### src/rtl/g7_fetch_issue_ctrl.sv
// g7 fetch/issue/commit sequencer: one instruction in flight, owns the 32x32 regfile and PC.
// Optional performance counters (instret, stall_cnt) are built when G7_PERF_CNT_EN is defined.
module g7_fetch_issue_ctrl #(
  parameter logic [31:0] RESET_PC     = 32'h0000_0000,
  parameter int          IMEM_TIMEOUT = 16
) (
  input  logic        clk,
  input  logic        rst_n,
  input  logic        en,
  output logic        imem_req,
  output logic [31:0] imem_addr,
  input  logic        imem_gnt,
  input  logic [31:0] imem_rdata,
  output logic [6:0]  opcode,
  output logic [3:0]  func,
  output logic [31:0] rs1_data,
  output logic [31:0] rs2_data,
  output logic [31:0] imm,
  input  logic [31:0] sonuc,
  input  logic        pc_update,
  input  logic        we,
  input  logic        hata,
  output logic [31:0] pc,
  output logic        retire,
  output logic        trap,
  output logic [1:0]  trap_cause,
`ifdef G7_PERF_CNT_EN
  output logic [31:0] instret,
  output logic [31:0] stall_cnt,
`endif
  input  logic [4:0]  dbg_raddr,
  output logic [31:0] dbg_rdata
);

  // state   | meaning
  // S_IDLE  | waiting for en
  // S_FETCH | imem request outstanding, timeout counter running
  // S_EXEC  | operands presented, commit at end of cycle
  // S_TRAP  | halted until reset
  typedef enum logic [1:0] {S_IDLE, S_FETCH, S_EXEC, S_TRAP} state_t;

  localparam logic [6:0]  OP_R   = 7'h01;
  localparam logic [6:0]  OP_I   = 7'h03;
  localparam logic [6:0]  OP_U   = 7'h07;
  localparam logic [6:0]  OP_B   = 7'h0F;
  localparam logic [15:0] TO_LIM = 16'(IMEM_TIMEOUT);

  state_t      state, state_nx;
  logic [31:0] instr;
  logic [15:0] tcnt, tcnt_inc;
  logic [31:0] regfile [32];
  logic [4:0]  rd, rs1, rs2;
  logic        func_ok, illegal, timeout_hit;
  logic [31:0] br_off, pc_nx;

  assign rd  = instr[11:7];
  assign rs1 = instr[20:16];
  assign rs2 = instr[25:21];

  // Decoded fields track the latched instruction, so they hold outside EXEC for free.
  assign opcode = instr[6:0];
  assign func   = instr[15:12];

  always_comb begin
    imm = 32'h0;
    case (instr[6:0])
      OP_I:    imm = {{21{instr[31]}}, instr[31:21]};
      OP_U:    imm = {12'h000, instr[31:12]};
      OP_B:    imm = {{21{instr[31]}}, instr[31:26], instr[11:7]};
      default: imm = 32'h0;
    endcase
  end

  assign rs1_data  = regfile[rs1];
  assign rs2_data  = regfile[rs2];
  assign dbg_rdata = regfile[dbg_raddr];
  assign imem_req  = (state == S_FETCH);
  assign imem_addr = pc;

  // Local legality check: an X or bogus result from the execute unit cannot mask a bad opcode/func.
  always_comb begin
    func_ok = 1'b0;
    case (instr[6:0])
      OP_R: case (instr[15:12])
              4'h0, 4'h1, 4'h4, 4'h5, 4'h6, 4'h7, 4'h8, 4'hD: func_ok = 1'b1;
              default: func_ok = 1'b0;
            endcase
      OP_I: case (instr[15:12])
              4'h0, 4'h1, 4'h4, 4'h5, 4'h6, 4'h7: func_ok = 1'b1;
              default: func_ok = 1'b0;
            endcase
      OP_B: case (instr[15:12])
              4'h0, 4'h1, 4'h3, 4'h4, 4'h5, 4'h6, 4'h7: func_ok = 1'b1;
              default: func_ok = 1'b0;
            endcase
      OP_U:    func_ok = 1'b1;
      default: func_ok = 1'b0;
    endcase
  end

  assign illegal     = hata | ~func_ok;
  assign tcnt_inc    = tcnt + 16'd1;
  assign timeout_hit = (tcnt_inc == TO_LIM);
  assign br_off      = sonuc << 2;
  assign pc_nx       = pc_update ? (pc + br_off) : (pc + 32'd4);

  always_comb begin
    state_nx = state;
    case (state)
      S_IDLE:  if (en) state_nx = S_FETCH;
      S_FETCH: begin
        if (imem_gnt)         state_nx = S_EXEC;
        else if (timeout_hit) state_nx = S_TRAP;
      end
      S_EXEC: begin
        if (illegal) state_nx = S_TRAP;
        else         state_nx = en ? S_FETCH : S_IDLE;
      end
      S_TRAP:  state_nx = S_TRAP;
      default: state_nx = S_IDLE;
    endcase
  end

  always_ff @(posedge clk) begin
    if (!rst_n) begin
      state      <= S_IDLE;
      pc         <= RESET_PC;
      instr      <= 32'h0;
      tcnt       <= 16'h0;
      retire     <= 1'b0;
      trap       <= 1'b0;
      trap_cause <= 2'b00;
      for (int i = 0; i < 32; i++) regfile[i] <= 32'h0;
    end else begin
      state  <= state_nx;
      retire <= 1'b0;
      case (state)
        S_FETCH: begin
          if (imem_gnt) begin
            instr <= imem_rdata;
            tcnt  <= 16'h0;
          end else begin
            tcnt <= tcnt_inc;
            if (timeout_hit) begin
              trap       <= 1'b1;
              trap_cause <= 2'b10;
            end
          end
        end
        S_EXEC: begin
          if (illegal) begin
            trap       <= 1'b1;
            trap_cause <= 2'b01;
          end else begin
            if (we && rd != 5'd0) regfile[rd] <= sonuc;
            pc     <= pc_nx;
            retire <= 1'b1;
          end
        end
        default: ;
      endcase
    end
  end

`ifdef G7_PERF_CNT_EN
  always_ff @(posedge clk) begin
    if (!rst_n) begin
      instret   <= 32'h0;
      stall_cnt <= 32'h0;
    end else begin
      if (retire) instret <= instret + 32'd1;
      if (state == S_FETCH && !imem_gnt) stall_cnt <= stall_cnt + 32'd1;
    end
  end
`endif

endmodule

### config.mk
export PLATFORM = sky130hd
export DESIGN_NAME = g7_fetch_issue_ctrl
export DESIGN_NICKNAME = d
export VERILOG_FILES = /design/src/rtl/g7_fetch_issue_ctrl.sv
export SDC_FILE = /design/constraint.sdc
export NUM_CORES = 2
export LEC_CHECK = 0
export CAP_MARGIN = 20
export CORE_UTILIZATION = 32
export CTS_CLUSTER_SIZE = 16
export DETAILED_ROUTE_END_ITERATION = 8
export GPL_ROUTABILITY_DRIVEN = 0
export PLACE_DENSITY = 0.48
export SYNTH_ARGS = -nofsm -noshare
export SYNTH_HDL_FRONTEND = slang
export SYNTH_SLANG_ARGS = --single-unit
### constraint.sdc
create_clock -name clk -period 8.3 [get_ports clk]
set_clock_uncertainty 0.15 [all_clocks]
set_input_delay 2.49 -clock clk [delete_from_list [all_inputs] [get_ports clk]]
set_output_delay 2.49 -clock clk [all_outputs]
set_load 0.005 [all_outputs]
==> reports/metrics.yaml <==
timing:
  hold_viol: 0
  timing.final.ws_setup_ps: 538
  fin_worst_hold_slack_ps: 319
  max_freq_mhz: 129
  finalMaxSlewViolations: 0
  final.min_clock_period_ps: 7760
  unrepaired_setup_endpoints_after_global_routing: "false"
  timing.setup.tns_ps: 0
  layout_worst_path_cycle_share_pct: 93.5
  worst_slew_margin_rel_pct: 17.4
  setup_violations: 0
  worst_slew_pin_slew_ps: 1230
clock_tree:
  cts_setup_buffers: 0
  cts-buffers-inserted: 141
  ctsHtreeMaxLevel: 4
  clkLatencyLatePin_ps: 820
  cts.clk_slew.worst_paths_ps: 60
  clock_tree.buffer_depth: 3
  cts_tree: "yes"
  cts_root_buffer: "clkbuf_16"
  count_of_clock_tree_sinks: 1119
  cts-hold-fix-buffers: 0
  count_of_instances_resized_after_the_clock_tree_is_built: 0
route:
  met2RoutedLength_um: 126000
  post-route-drc-count: 0
  route.vias.total: 44542
  met1Wirelength_um: 111000
  via_per_inst: 5.99
  wire_per_inst_um: 37.0
  initialDrtViolationCount: 5807
  wl_met3_um: 26300
  drt_first_pass_iters: 6
  post_route_antenna_net_violation_count: 0
  topRoutingLayerUsed: "met5"
  routed_wirelength_um: 275000
die:
  ioPinCount: 284
  core_um2: 210000
  floorplan.initialDensity_pct: 32.3
  fp-row-count: 168
  chipHeight_um: 462
  floorplan.die_area_um2: 214000
  die_width_um: 462
final_layout:
  design.final.nets: 4608
  instances_no_fill: 7431
  area.growth.synth_to_final_pct: 17.3
  final.fill_count: 19363
  drive_above_1_share_pct: 33.7
power_and_ir_drop:
  clock_power_share_pct: 43.5
  p_seq_share_pct: 43.4
  internal_power_mw: 11.1
  swShare_pct: 26.2
  comb_power_share_pct: 13.1
  power_spent_charging_and_discharging_nets_mw: 3.94
  totalPowerFinal_mw: 15.1
  vdd_drop_max_uv: 196
  p_leak_nw: 26.5
  pwr_density_cell_nw_per_um2: 189
synthesis:
  post_synth_edffs: 1024
  netlist_top_cells_area: "edfxtp_1 45%, mux4_2 32%, and2_1 9.4%"
  synth.yosys.warnings: 0
  synthCells: 4383
  ys.flop_type: "edfxtp_1"
  ys_seq_elements: 1119
  synth-async-reset-ratio_pct: 0
  synth_top_area_share_pct: 45.3
  yosysUniqueCellTypes: 66
  cell_type_with_the_highest_aggregate_area_in_the_netlist: "edfxtp_1"
  ys_seq_area_share_pct: 48.1
  per_instance_average_area_after_synthesis_um2: 15.5
  synth.cell_area_um2: 67800
  synth_common_cells: "1,024 x and2_1, 1,024 x edfxtp_1, 960 x mux4_2, 349 x clkbuf_1, 148 x nand2_1"
run:
  drv_cap: 0
setup_path:
  worstPathMaxFanout: 22
  critical_path_arrival_ps: 5120
  timing_worst_setup_path_type: "in2out"
  r2r_slack_ps: 3790
  worst_setup_path_end_kind: "output pin"
  critPathLaunchType: "input pin"
  worstPathRequired_ps: 5660
placement:
  hpwl_um: 163000
  pre_cts_slack_ps: 521
  post-place-cells: 7161
  io_buffer_count: 279
global_route:
  grt_first_pass_wirelength_um: 378000
  grt_use_total_pct: 25.5
  antenna_violations_before_repair: 46
  via_count_of_the_first_global_routing_pass: 44576
  global_route.overflow_total: 0
  grt_start_max_net_pins: 98
run_status:
  status: "complete, no violations"
hold_path:
  hp-class: "reg2reg"
final cells by class:
class | count | area, um^2 | area share, %
repair buffers | 470 | 4950 | 6.22
clock buffers | 162 | 3610 | 4.53
inverters | 7 | 31.3 | 0.0393
multi-input cells | 2761 | 33500 | 42.2
flip-flops and latches | 1119 | 32700 | 41.1
well taps | 2805 | 3510 | 4.41
diodes | 13 | 32.5 | 0.0409
clock inverters | 94 | 1210 | 1.53
logic make-up (layout without fill, tap and decap cells):
logic type | Yosys count | after routing | synth area share, %
flip-flops | 1119 | 1119 | 48.1
multiplexers | 1068 | 1068 | 33.7
other | 1 | 49 | 0.00553
adder cells (fa/ha/maj) | 32 | 32 | 0.601
XOR/XNOR | 25 | 25 | 0.323
AND/OR/NAND/NOR | 1356 | 1356 | 11.8
buffers and inverters | 538 | 733 | 3.40
AO/OA/AOI/OAI | 244 | 244 | 2.10
cell usage in the layout (no fill, tap or decap), types with 28 or more instances in the layout:
| cell type | netlist | layout |
|---|---|---|
| mux2_2 | 104 | 104 |
| ha_1 | 31 | 31 |
| o21ai_4 | 0 | 31 |
| clkbuf_16 | 0 | 141 |
| o21ai_0 | 61 | 30 |
| nor2_1 | 78 | 59 |
| and2_1 | 1024 | 1024 |
| dfxtp_1 | 95 | 85 |
| nor2_4 | 3 | 31 |
| edfxtp_1 | 1024 | 1024 |
| clkinv_1 | 0 | 28 |
| mux4_2 | 960 | 960 |
| conb_1 | 1 | 36 |
| buf_4 | 64 | 135 |
| buf_12 | 0 | 57 |
| clkdlybuf4s50_1 | 0 | 270 |
| a21oi_1 | 106 | 106 |
| nand2_1 | 148 | 148 |
state kept, by name, summed over array words and instances (netlist names), named ones only:
signal      cells
regfile      1024
retire          1
state           2
trap            1
trap_cause      2
imem_addr      30
tcnt           16
instr          32
final timing paths:
check          startpoint  cells past startpoint              end
max          dbg_raddr[0]                      7    dbg_rdata[23]
min             instr[18]                      2             flop
max reg2reg      instr[3]                     11  regfile[29][31]
min reg2reg     instr[18]                      2             flop
power groups by stage:
| stage | combinational [mW] | sequential [mW] | clock, mW |
|---|---|---|---|
| 4_1_cts | 1.98 | 6.53 | 6.65 |
| 6_report | 1.97 | 6.53 | 6.56 |
| 2_1_floorplan | 1.14 | 6.55 | 0 |
| 5_1_grt | 2.04 | 6.56 | 6.85 |
| 3_3_place_gp | 1.97 | 6.65 | 0 |
| 3_5_place_dp | 1.97 | 6.64 | 0 |
metal layers:
| layer | global-route usage [%] | vias up |
|---|---|---|
| met2 | 39.3 | 2703 |
| met1 | 34.7 | 23814 |
| met5 | 0 | - |
| li1 | - | 17519 |
| met3 | 6.09 | 498 |
| met4 | 9.65 | 8 |
worst max-delay path, stage by stage:
cell	delay, ps
buf_8	240
buf_12	250
buf_12	230
mux4_2	520
mux4_2	550
mux2_2	320
clkdlybuf4s50_1	460
through the flow:
step,area (um^2),util (%)
after floorplan,67900,-
final,79600,37.9
after global placement,74700,35.6
after detailed placement,74700,35.6
after global routing,79500,37.9
after CTS,79500,37.9
Note: power is estimated with default switching activity, not from simulation.
